`config.mk`:
```
export PLATFORM = sky130hd
export DESIGN_NAME = serial_tx
export DESIGN_NICKNAME = d
export VERILOG_FILES = /design/src/rtl/serial_tx.sv
export SDC_FILE = /design/constraint.sdc
export NUM_CORES = 1
export LEC_CHECK = 0
export ABC_AREA = 1
export BUFFER_PORTS_ARGS = -buffer_cell sky130_fd_sc_hd__clkbuf_2
export CORE_MARGIN = 3
export CORE_UTILIZATION = 60
export CTS_BUF_LIST = sky130_fd_sc_hd__clkbuf_8
export DETAILED_ROUTE_END_ITERATION = 6
export PLACE_DENSITY = 0.84
export SETUP_SLACK_MARGIN = 0.02
export SYNTH_ARGS = -nofsm -noshare
export SYNTH_HDL_FRONTEND = slang
export SYNTH_SLANG_ARGS = --single-unit
```
`constraint.sdc`:
```
create_clock -name Clk -period 3.77 [get_ports Clk]
set_input_delay 0.377 -clock Clk [delete_from_list [all_inputs] [get_ports Clk]]
set_output_delay 0.377 -clock Clk [all_outputs]
set_load 0.01 [all_outputs]
```
`src/rtl/serial_tx.sv`:
```
`timescale 1ns/100ps
// Serial frame transmitter: start bit, DATA_W bits LSB first, stop bit; line idles high.
// tx/busy/done are registered; start is ignored while busy and may be accepted in the done cycle.
module serial_tx #(
  parameter int DATA_W       = 8,
  parameter int CLKS_PER_BIT = 4
) (
  input  logic              Clk,
  input  logic              rst,
  input  logic              start,
  input  logic [DATA_W-1:0] din,
  output logic              tx,
  output logic              busy,
  output logic              done
);

  localparam int CNT_W = (CLKS_PER_BIT > 1) ? $clog2(CLKS_PER_BIT) : 1;
  localparam int IDX_W = (DATA_W > 1) ? $clog2(DATA_W) : 1;
  localparam logic [CNT_W-1:0] CNT_LAST = CNT_W'(CLKS_PER_BIT - 1);
  localparam logic [IDX_W-1:0] IDX_LAST = IDX_W'(DATA_W - 1);

  typedef enum logic [1:0] {
    IDLE  = 2'd0,
    START = 2'd1,
    DATA  = 2'd2,
    STOP  = 2'd3
  } state_t;

  state_t            state, state_nxt;
  logic [DATA_W-1:0] shift, shift_nxt;
  logic [IDX_W-1:0]  bit_idx, bit_idx_nxt;
  logic [CNT_W-1:0]  baud_cnt, baud_cnt_nxt;
  logic              tx_nxt, busy_nxt, done_nxt;
  logic              bit_end;

  assign bit_end = (baud_cnt == CNT_LAST);

  always_ff @(posedge Clk or negedge rst) begin
    if (!rst) begin
      state    <= IDLE;
      shift    <= '0;
      bit_idx  <= '0;
      baud_cnt <= '0;
      tx       <= 1'b1;
      busy     <= 1'b0;
      done     <= 1'b0;
    end else begin
      state    <= state_nxt;
      shift    <= shift_nxt;
      bit_idx  <= bit_idx_nxt;
      baud_cnt <= baud_cnt_nxt;
      tx       <= tx_nxt;
      busy     <= busy_nxt;
      done     <= done_nxt;
    end
  end

  always_comb begin
    state_nxt    = state;
    shift_nxt    = shift;
    bit_idx_nxt  = bit_idx;
    baud_cnt_nxt = baud_cnt;
    tx_nxt       = tx;
    busy_nxt     = busy;
    done_nxt     = 1'b0;

    case (state)
      IDLE: begin
        tx_nxt       = 1'b1;
        busy_nxt     = 1'b0;
        baud_cnt_nxt = '0;
        if (start) begin
          shift_nxt = din;
          state_nxt = START;
          tx_nxt    = 1'b0;
          busy_nxt  = 1'b1;
        end
      end

      START: begin
        if (bit_end) begin
          state_nxt    = DATA;
          baud_cnt_nxt = '0;
          bit_idx_nxt  = '0;
          tx_nxt       = shift[0];
        end else begin
          baud_cnt_nxt = baud_cnt + CNT_W'(1);
        end
      end

      DATA: begin
        if (bit_end) begin
          baud_cnt_nxt = '0;
          if (bit_idx == IDX_LAST) begin
            state_nxt = STOP;
            tx_nxt    = 1'b1;
          end else begin
            // next bit to drive is the new LSB after the shift
            shift_nxt   = shift >> 1;
            bit_idx_nxt = bit_idx + IDX_W'(1);
            tx_nxt      = shift_nxt[0];
          end
        end else begin
          baud_cnt_nxt = baud_cnt + CNT_W'(1);
        end
      end

      STOP: begin
        if (bit_end) begin
          state_nxt    = IDLE;
          baud_cnt_nxt = '0;
          busy_nxt     = 1'b0;
          done_nxt     = 1'b1;
        end else begin
          baud_cnt_nxt = baud_cnt + CNT_W'(1);
        end
      end

      default: begin
        state_nxt    = IDLE;
        baud_cnt_nxt = '0;
        tx_nxt       = 1'b1;
        busy_nxt     = 1'b0;
      end
    endcase
  end

endmodule

```
Word level (Yosys, flattened, before mapping)
Index checks and enable logic that the tools add are counted.
{ "totals": {"regBits": 18, "in_bits": 11, "output_inout_bits": 3} }
{ "classes": {"add_sub_neg": 2, "n_eq_ne": 11, "mux": 26, "reduce_logical": 11} }
{ "ops": {"columns": ["op", "n"], "rows": [
  ["two-way mux 8 bit", 3],
  ["one-hot mux 8 bit (2 select lines)", 1],
  ["two-way mux 2 bit", 6],
  ["inequality test 2 bit, second input constant", 6],
  ["two-way mux 3 bit", 3],
  ["two-way mux 1 bit", 8],
  ["one-hot mux 2 bit (4 select lines)", 1],
  ["AND reduction 4 bit", 2],
  ["== test 2 bit, second input constant", 3],
  ["one-hot mux 3 bit (2 select lines)", 1],
  ["nonzero test 2 bit", 3],
  ["AND reduction 5 bit", 1],
  ["one-hot mux 2 bit (2 select lines)", 1],
  ["adder 3 x 1 -> 3 bit, second input constant", 1],
  ["== test 3 bit, second input constant", 1],
  ["one-hot mux 1 bit (3 select lines)", 1],
  ["AND reduction 3 bit", 1],
  ["nonzero test 3 bit", 1],
  ["OR reduction 3 bit", 1],
  ["adder 2 x 1 -> 2 bit, second input constant", 1],
  ["== test 2 x 1 -> 1 bit, second input constant", 1],
  ["logical NOT 2 bit", 1],
  ["one-hot mux 1 bit (2 select lines)", 1],
  ["AND reduction 2 bit", 1]
]} }

Logic depth before layout (Yosys ltp)
Gate-level depths: netlist of the first run.
{ "depth": {"depth_word": 4, "mapped_depth": 8} }

Worst setup path before layout of the first run
No wires, ideal clock.
{ "synth_timing": {"kind": "register -> register", "startpoint": "register bit_idx[0]", "endpoint": "register shift[7]", "setup_ps": 117, "arrival_time_ps": 1241, "required_time_ps": 3653, "path_slack_ps": 2412, "path_stages_with_launch": 7, "path_buffers": 0, "period_less_slack_ps": 1358, "cell_sequence": "dfrtp_1 ha_1 ha_1 o21ai_4 nand2_2 nand2_1 nand2_1"} }
{ "synth_between": {"elab_chain_cells": 3} }
{ "synth_lines": {"columns": ["element", "line", "source"], "rows": [
  ["start: declaration", "31", "logic [IDX_W-1:0] bit_idx, bit_idx_nxt;"],
  ["start signal: assignment", "50", "bit_idx <= bit_idx_nxt;"],
  ["== test 3 bit", "94", "if (bit_idx == IDX_LAST) begin"],
  ["inequality test 2 bit (no line)", null, null],
  ["AND reduction 4 bit (no line)", null, null],
  ["end signal: assignment", "49", "shift <= shift_nxt;"],
  ["end: declaration", "30", "logic [DATA_W-1:0] shift, shift_nxt;"]
]} }
No other way between the ends.
A chain may end at the register's enable or synchronous reset.

Worst setup path after layout of the first run
{ "layout_timing": {"startpoint": "register state[0]", "endpoint": "register shift[7]"} }
{ "layout_between": {"elab_chain_cells": 3, "word_cells_on_any_way": 8} }
{ "layout_lines": {"columns": ["element", "line", "source"], "rows": [
  ["start: declaration", "29", "state_t state, state_nxt;"],
  ["start signal: assignment", "48", "state <= state_nxt;"],
  ["== test 2 bit or logical NOT 2 bit (tied branches)", "67", "case (state)"],
  ["inequality test 2 bit (no line) or nonzero test 2 bit (tied branches)", null, null],
  ["AND reduction 4 bit (no line)", null, null]
]} }
Several ways; a longest one is shown, not always the timed one.

==> impl_metrics.json, run 1 <==
{
  "antenna_found_initial": 0,
  "first_pass_iters": 4,
  "ios": 14,
  "ys.flop_type": "dfrtp_1",
  "finish.utilization_pct": 73.5,
  "cts_resized": 0,
  "holdWs_ns": 0.0498,
  "diodes": 0,
  "io_buffers": 13,
  "tightest_slew_ns": 0.438,
  "cts_buffers": 3,
  "fin_tns_setup_ns": 0,
  "intPower_mw": 0.539,
  "path_class": "flop to flop",
  "place.gp.congestion": 0.827,
  "nets": 171,
  "syn2layout_area_growth_pct": 9.72,
  "skew_ns": 0.00472,
  "finalSetupViolCount": 0,
  "remaining_drc_errors": 0,
  "start_kind": "flop",
  "slew_headroom_pct": 70.8,
  "power_leakage_nw": 0.679,
  "combPwrFrac_pct": 53.2,
  "placed_cell_area_mm2": 0.00111,
  "grt.total_usage_pct": 21.6,
  "p_clk_share_pct": 13.4,
  "cts_tree": "yes",
  "via_per_inst": 5.35,
  "yosys-top-cells-count": "58 x nand2_1, 17 x dfrtp_1, 11 x inv_1, 11 x nand3_1, 10 x ha_1",
  "grt_overflow": 0,
  "cp-end-kind": "flop",
  "synthTopCellsByArea": "dfrtp_1 40%, nand2_1 21%, ha_1 12%, nand3_1 5.2%, inv_1 3.9%",
  "die_area_mm2": 0.00230,
  "root_buffer": "clkbuf_8",
  "async_flop_share_pct": 100,
  "start_util_pct": 67.0,
  "finalHoldViolCount": 0,
  "p_seq_share_pct": 33.4,
  "grt_pass1_wl_um": 3450,
  "power_density_mw_per_mm2": 866,
  "synth.top_cell.area_share_pct": 40.3,
  "syn-cell-area_mm2": 0.00106,
  "run_status": "complete, no violations",
  "instances_no_fill": 165,
  "drt.antenna.violating_nets": 0,
  "clkTransAtPathRegs_ns": 0.07,
  "clock_latency_ns": 0.25,
  "row_count": 14,
  "p_switching_mw": 0.464,
  "slew_viol_final": 0,
  "maxClockFrequency_mhz": 526,
  "synth.most_common_cell": "nand2_1",
  "crit_arrival_ns": 2.04,
  "htreeDepth": 1,
  "drt-total-wl_um": 2000,
  "hold_buffers": 0,
  "cts_setup_buffers": 0,
  "dp_cells": 161,
  "core_mm2": 0.00158,
  "syn-num-nets": 156,
  "synth_cells": 135,
  "dp.final_hpwl_um": 1420,
  "ys_warn_count": 0,
  "fp.dieH_um": 48.0,
  "die_width_um": 48.0,
  "grt_pass1_vias": 861,
  "hold_class": "input port to async pin",
  "post-route-min-period_ns": 1.90,
  "cts_buffer_depth": 2,
  "worst_ir_drop_vdd_mv": 0.543,
  "max-cap-violations": 0,
  "min_period_over_period_pct": 50.4,
  "grt_max_degree": 19,
  "drive_above_1_share_pct": 14.8,
  "rsz0062_at_grt": "no",
  "yosys_register_bits": 18,
  "p_sw_share_pct": 46.3,
  "required_ns": 3.91,
  "crit_fanout": 13,
  "design_area_mm2": 0.00116,
  "routedWlPerCell_um": 12.1,
  "synth_edf_count": 0,
  "yosysTopAreaCell": "dfrtp_1",
  "synthDistinctLibCells": 20,
  "cts.sinks": 18,
  "seq_area_frac_synth_pct": 42.8,
  "syn_avg_cell_area_um2": 7.82,
  "drt-initial-drc-count": 13,
  "vias": 882
}
[placed cells by master, fill, tap and decap left out]
master     n
clkbuf_2  13
nand3_1   11
o21ai_0    7
nand3b_1   1
or2_0      1
nand2_2    1
dfstp_2    1
o21ai_4    1
ha_1      10
o21bai_1   2
nor2_1     4
o21ai_2    1
clkbuf_8   3
o21ai_1    1
nand2_1   58
dfrtp_1   17
a21oi_1    2
nor3_1     1
inv_2      2
inv_1     12
[power by group through the flow]
stage | sequential, mW | combinational [mW] | clock (mW)
5_1_grt | 0.343 | 0.622 | 0.146
3_3_place_gp | 0.334 | 0.501 | 0
4_1_cts | 0.334 | 0.532 | 0.137
6_report | 0.335 | 0.534 | 0.135
2_1_floorplan | 0.330 | 0.435 | 0
3_5_place_dp | 0.337 | 0.520 | 0
[cell type report]
type,count,area (µm²)
Sequential cell,18,452
Fill cell,128,418
Clock buffer,3,41.3
Clock inverter,1,3.75
Multi-Input combinational cell,101,528
Tap cell,16,20.0
Timing Repair Buffer,13,65.1
Inverter,13,48.8
[flip-flops by register name, indices dropped and copies added, names as in the netlist]
register	flops
baud_cnt	2
bit_idx	3
busy	1
done	1
shift	8
state	2
tx	1
[metal layers]
layer	vias to the layer above	global-route usage (%)	routed length (µm)
li1	452	-	-
met3	5	4.51	56
met4	0	10.8	39
met5	-	0	0
met1	408	27.6	923
met2	17	34.3	984
[worst paths after layout]
path	depth (start not counted)	slack [ns]	startpoint	endpoint
worst max-delay path	7	1.87	state[0]	shift[7]
worst min-delay path	1	0.05	rst	bit_idx[2]
worst max register to register	7	1.87	state[0]	shift[7]
worst min register to register	1	0.44	baud_cnt[0]	baud_cnt[0]
max in group asynchronous	1	3.38	rst	tx
min in group Clk	3	0.37	start	busy
[critical path, cell delays in order, from the launching register on]
cell     delay [ns]
dfrtp_1        0.41
inv_1          0.16
ha_1           0.44
inv_2          0.21
o21ai_4        0.27
nand2_2        0.17
nand2_1        0.09
nand2_1        0.05
[kinds of logic after synthesis]
family / Yosys count / synth area share [%]
AND/OR/NAND/NOR: 77 / 29.6
flip-flops: 18 / 42.8
adder cells (fa/ha/maj): 10 / 11.8
AO/OA/AOI/OAI: 14 / 8.53
buffers and inverters: 16 / 7.23
[per-stage QoR]
stage | total power [mW] | setup slack [ns]
6_report | 1.00 | 1.87
5_1_grt | 1.11 | 1.69
4_1_cts | 1.00 | 1.88
3_5_place_dp | 0.856 | 1.90
3_3_place_gp | 0.835 | 1.96
2_1_floorplan | 0.765 | 2.41
No activity file was read; power rests on OpenSTA's default activity.
==> run 2, diff against run 1 <==
--- a/config.mk
+++ b/config.mk
@@ -8,10 +8,10 @@
 export ABC_AREA = 1
 export BUFFER_PORTS_ARGS = -buffer_cell sky130_fd_sc_hd__clkbuf_2
 export CORE_MARGIN = 3
-export CORE_UTILIZATION = 60
+export CORE_UTILIZATION = 58
 export CTS_BUF_LIST = sky130_fd_sc_hd__clkbuf_8
 export DETAILED_ROUTE_END_ITERATION = 6
-export PLACE_DENSITY = 0.84
+export PLACE_DENSITY = 0.81
 export SETUP_SLACK_MARGIN = 0.02
 export SYNTH_ARGS = -nofsm -noshare
 export SYNTH_HDL_FRONTEND = slang
==> constraint.sdc (replaced) <==
create_clock -name Clk -period 2 [get_ports Clk]
set_input_delay 0.2 -clock Clk [delete_from_list [all_inputs] [get_ports Clk]]
set_output_delay 0.2 -clock Clk [all_outputs]
set_load 0.01 [all_outputs]
==> run 2 against run 1 <==
Effect of this change: combinational power increased by 87%; global-route usage is 3.2 points lower; non-clock buffer count rose by 2; sequential share of layout area down 1.2 points; critical path type unchanged; largest power group unchanged; power is 93% higher.
==> impl_metrics.json, run 2 (synthesized netlist as in run 1, its figures left out) <==
{
  "run_status": "complete, no violations",
  "power_leakage_nw": 0.691,
  "row_count": 14,
  "diodes": 0,
  "crit_fanout": 12,
  "final_cell_mix": "58 x nand2_1, 17 x dfrtp_1, 13 x clkbuf_2",
  "timing.critical_path.from": "state[0]",
  "hold_class": "input port to flop",
  "grt.total_usage_pct": 18.4,
  "antenna_found_initial": 0,
  "vias": 890,
  "cp-end-kind": "flop",
  "reg2reg_to": "shift[0]",
  "power_density_mw_per_mm2": 1620,
  "path_cells": "inv_1 > ha_1 > inv_2 > nand2_1 > o21ai_4 > nand2_2 > nand2_1 > nand2_1",
  "drt-total-wl_um": 1980,
  "drt.antenna.violating_nets": 0,
  "drive_above_1_share_pct": 15.9,
  "cts_resized": 0,
  "ios": 14,
  "crit_arrival_ns": 1.90,
  "largest_reg_flops": 8,
  "place.gp.congestion": 0.803,
  "reg.largest.list": "shift (8), bit_idx (3)",
  "r2r_start": "state[0]",
  "cts_buffer_depth": 2,
  "dp.final_hpwl_um": 1390,
  "final_common_cell": "nand2_1",
  "finalSetupViolCount": 0,
  "required_ns": 2.15,
  "die_width_um": 48.7,
  "rr_worst_depth": 8,
  "path_class": "flop to flop",
  "drt-initial-drc-count": 15,
  "start_kind": "flop",
  "grt_max_degree": 19,
  "tightest_slew_ns": 0.443,
  "largest-register": "shift",
  "r2r_setup_slack_ns": 0.25,
  "min_period_over_period_pct": 87.4,
  "via_per_inst": 5.09,
  "clock_latency_ns": 0.26,
  "grt_pass1_wl_um": 3370,
  "grt_pass1_vias": 775,
  "slew_viol_final": 0,
  "cts_tree": "yes",
  "root_buffer": "clkbuf_8",
  "first_pass_iters": 4,
  "nets": 173,
  "p_total_mw": 1.93,
  "cp_slowest_cell": "dfrtp_1",
  "cp_common_cell": "nand2_1",
  "min_path_cells": 3,
  "cts.sinks": 18,
  "cts_buffers": 3,
  "rsz0062_at_grt": "no",
  "holdWs_ns": 0.188,
  "worst_ir_drop_vdd_mv": 1.10,
  "critPathMaxStageDelay_ns": 0.41,
  "skew_ns": 0.00244,
  "fp.dieH_um": 48.7,
  "core_mm2": 0.00161,
  "routedWlPerCell_um": 11.3,
  "die_area_mm2": 0.00237,
  "clkTransAtPathRegs_ns": 0.07,
  "start_util_pct": 65.5,
  "max-cap-violations": 0,
  "io_buffers": 13,
  "htreeDepth": 1,
  "remaining_drc_errors": 0,
  "finalHoldViolCount": 0,
  "syn2layout_area_growth_pct": 13.3,
  "post-route-min-period_ns": 1.75,
  "grt_overflow": 0,
  "crit_path_end": "shift[0]",
  "fin_tns_setup_ns": 0,
  "maxClockFrequency_mhz": 572,
  "slew_headroom_pct": 70.4
}
## run 2: changes by cell type in the layout (fill, tap and decap cells not counted)
cell / change
buf_4: +1
clkbuf_8: +1
inv_1: -1
dlygate4sd3_1: +1
## run 2: through the flow
stage,instance area [µm²],worst slack (ns),std cells,util (%)
6_report,1200,0.252,175,74.2
5_1_grt,1200,0.105,175,74.2
4_1_cts,1200,0.283,175,74.2
3_5_place_dp,1130,0.319,170,70.2
3_3_place_gp,1130,0.379,170,70.2
2_1_floorplan,1060,0.642,135,-
## run 2: what timing repair did
action | 4_1_cts | 5_1_grt
buffers inserted | 0 | 0
endpoints found under the hold margin | 17 | 0
hold buffers | 1 | 0
## run 2: routing by layer
layer / vias to the layer above / track usage, % / wire length (µm)
met3: 5 / 3.99 / 107
met1: 409 / 23.9 / 928
met2: 21 / 28.3 / 900
li1: 455 / - / -
met4: 0 / 9.95 / 38
met5: - / 0 / 0
## run 2: critical path: cells and delay by family, from the launching register on
family | cells | cell delay [ns]
flip-flops | 1 | 0.41
AND/OR/NAND/NOR | 4 | 0.47
buffers and inverters | 2 | 0.34
adder cells (fa/ha/maj) | 1 | 0.30
AO/OA/AOI/OAI | 1 | 0.12
## run 2: worst min-delay path by stage
stage	endpoint	from	slack (ns)
floorplan	baud_cnt[0]	rst	-0.1
global placement	done	rst	0.16
detailed placement	done	rst	0.16
CTS	busy	start	0.19
global route	busy	start	0.19
finish	busy	start	0.19
## run 2: final cells by class
type,count,area [µm²]
timing repair buffer,15,82.6
tap,24,30.0
multi-input combinational,101,528
inverter,13,48.8
clock buffer,4,55.1
sequential,18,452
fill,127,415
## run 2: where the power goes
| part | internal (mW) | leakage, nW | total, mW | switching (mW) |
|---|---|---|---|---|
| clock network | 0.175 | 0.0288 | 0.297 | 0.122 |
| logic | 0.356 | 0.436 | 1.00 | 0.645 |
| registers | 0.534 | 0.226 | 0.635 | 0.102 |
==> run 3, diff against run 2 <==
--- a/config.mk
+++ b/config.mk
@@ -6,13 +6,14 @@
 export NUM_CORES = 1
 export LEC_CHECK = 0
 export ABC_AREA = 1
-export BUFFER_PORTS_ARGS = -buffer_cell sky130_fd_sc_hd__clkbuf_2
+export BUFFER_PORTS_ARGS = -buffer_cell sky130_fd_sc_hd__buf_2
 export CORE_MARGIN = 3
 export CORE_UTILIZATION = 58
 export CTS_BUF_LIST = sky130_fd_sc_hd__clkbuf_8
 export DETAILED_ROUTE_END_ITERATION = 6
 export PLACE_DENSITY = 0.81
-export SETUP_SLACK_MARGIN = 0.02
+export SETUP_SLACK_MARGIN = 0.4
+export SKIP_LAST_GASP = 1
 export SYNTH_ARGS = -nofsm -noshare
 export SYNTH_HDL_FRONTEND = slang
 export SYNTH_SLANG_ARGS = --single-unit
==> run 3 against run 2 <==
Effect of this change: register-to-register slack gained 0.23 ns; clock power shrank 3%; wire length grew 11%; first-iteration DRC count grew 60%; via count shrank 0.90%; global-route usage grew 0.26 points; die area is the same; sequential share of layout area shrank 1.3 points; critical path depth is the same; clock skew shrank 0.0011 ns; critical endpoint is now shift[3]; highest routed layer unchanged.
==> impl_metrics.json, run 3 (synthesized netlist as in run 1, its figures left out) <==
{
  "fp.dieH_um": 48.7,
  "grt_pass1_vias": 788,
  "row_count": 14,
  "grt_overflow": 0,
  "htreeDepth": 1,
  "slew_headroom_pct": 72.7,
  "critPathMaxStageDelay_ns": 0.45,
  "core_mm2": 0.00161,
  "use_met1_pct": 24.5,
  "clkTransAtPathRegs_ns": 0.07,
  "path_cells": "inv_1 > ha_1 > inv_1 > o21ai_4 > inv_4 > nand2_4 > nand2_1 > nand2_1",
  "clock_latency_ns": 0.25,
  "rsz0062_at_grt": "no",
  "ios": 14,
  "r2r_start": "state[1]",
  "grt.busiest_layer": "met2",
  "cts.sinks": 18,
  "min_period_over_period_pct": 76.1,
  "crit_arrival_ns": 1.71,
  "cts_buffers": 3,
  "path_class": "flop to flop",
  "die_area_mm2": 0.00237,
  "final_cell_mix": "57 x nand2_1, 16 x dfrtp_1, 13 x buf_2",
  "start_util_pct": 65.5,
  "routedWlPerCell_um": 12.5,
  "largest_reg_flops": 8,
  "via_per_inst": 5.01,
  "grt_max_degree": 19,
  "first_pass_iters": 4,
  "root_buffer": "clkbuf_8",
  "fin_tns_setup_ns": 0,
  "skew_ns": 0.00137,
  "dp.final_hpwl_um": 1380,
  "required_ns": 2.19,
  "p_total_mw": 2.07,
  "worst_ir_drop_vdd_mv": 1.07,
  "holdWs_ns": 0.222,
  "slew_viol_final": 0,
  "syn2layout_area_growth_pct": 17.7,
  "largest-register": "shift",
  "finalHoldViolCount": 0,
  "io_buffers": 13,
  "antenna_found_initial": 0,
  "tightest_slew_ns": 0.409,
  "nets": 174,
  "drt.antenna.violating_nets": 0,
  "run_status": "complete, no violations",
  "instances_no_fill": 176,
  "post-route-min-period_ns": 1.52,
  "diodes": 0,
  "remaining_drc_errors": 0,
  "hold_class": "input port to flop",
  "grt_pass1_wl_um": 3490,
  "dp_cells": 170,
  "met3_usage_pct": 3.37,
  "final_common_cell": "nand2_1",
  "cts_buffer_depth": 2,
  "finalSetupViolCount": 0,
  "power_leakage_nw": 0.694,
  "grt_use_met2_pct": 30.3,
  "place.gp.congestion": 0.804,
  "drt-initial-drc-count": 24,
  "cp_slowest_cell": "dfrtp_2",
  "drive_above_1_share_pct": 20.4,
  "vias": 882,
  "hp-start": "start",
  "maxClockFrequency_mhz": 657,
  "crit_fanout": 11,
  "power_density_mw_per_mm2": 1660,
  "die_width_um": 48.7,
  "reg.largest.list": "shift (8), bit_idx (3)",
  "grt.total_usage_pct": 18.6,
  "timing.critical_path.from": "state[1]",
  "max-cap-violations": 0,
  "start_kind": "flop",
  "drt-total-wl_um": 2200,
  "cp-end-kind": "flop",
  "cts_tree": "yes"
}
run 3: through the flow:
stage	worst slack, ns	util [%]	area, µm²
after detailed placement	0.288	70.2	1130
after global routing	0.346	77.1	1240
after CTS	0.412	75.2	1210
final	0.478	77.1	1240
after floorplan	0.642	-	1060
after global placement	0.380	70.2	1130
run 3: path summary, 6_finish.rpt:
path,slack (ns),endpoint,depth (start not counted)
setup / recovery,0.48,shift[3],8
hold / removal,0.22,busy,3
max in group asynchronous,1.25,tx,2
setup reg to reg,0.48,shift[3],8
min in group asynchronous,0.43,shift[0],2
hold reg to reg,0.46,baud_cnt[0],1
run 3: what timing repair did:
item,CTS,global route
hold buffers,1,0
setup endpoints to repair,8,13
pin swaps,0,2
buffers inserted,0,1
hold endpoints to repair,17,0
resized for setup,3,9
cloned,0,0
run 3: area by class of cell:
class / count / area, µm²
tap: 24 / 30.0
inverter: 13 / 53.8
multi-input combinational: 101 / 561
clock buffer: 4 / 55.1
sequential: 18 / 453
timing repair buffer: 16 / 90.1
fill: 125 / 369
run 3: routing by layer:
layer,share of wire [%],routed length [µm]
met5,0,0
met4,1.8,39
met3,4.1,91
met2,49,1090
met1,45,979
run 3: worst max-delay path: cells and delay by family, from the launching register on:
kind	cells	cell delay, ns
DFF	1	0.45
buffers and inverters	3	0.34
adders and majority gates	1	0.18
AOI/OAI and AO/OA	1	0.21
and+or+nand+nor	3	0.27
run 3: report_power, final:
part           total (mW)  switching, mW  leakage, nW  internal (mW)
registers           0.645          0.109        0.225          0.535
logic                1.13          0.725        0.440          0.410
clock network       0.289          0.114       0.0288          0.175
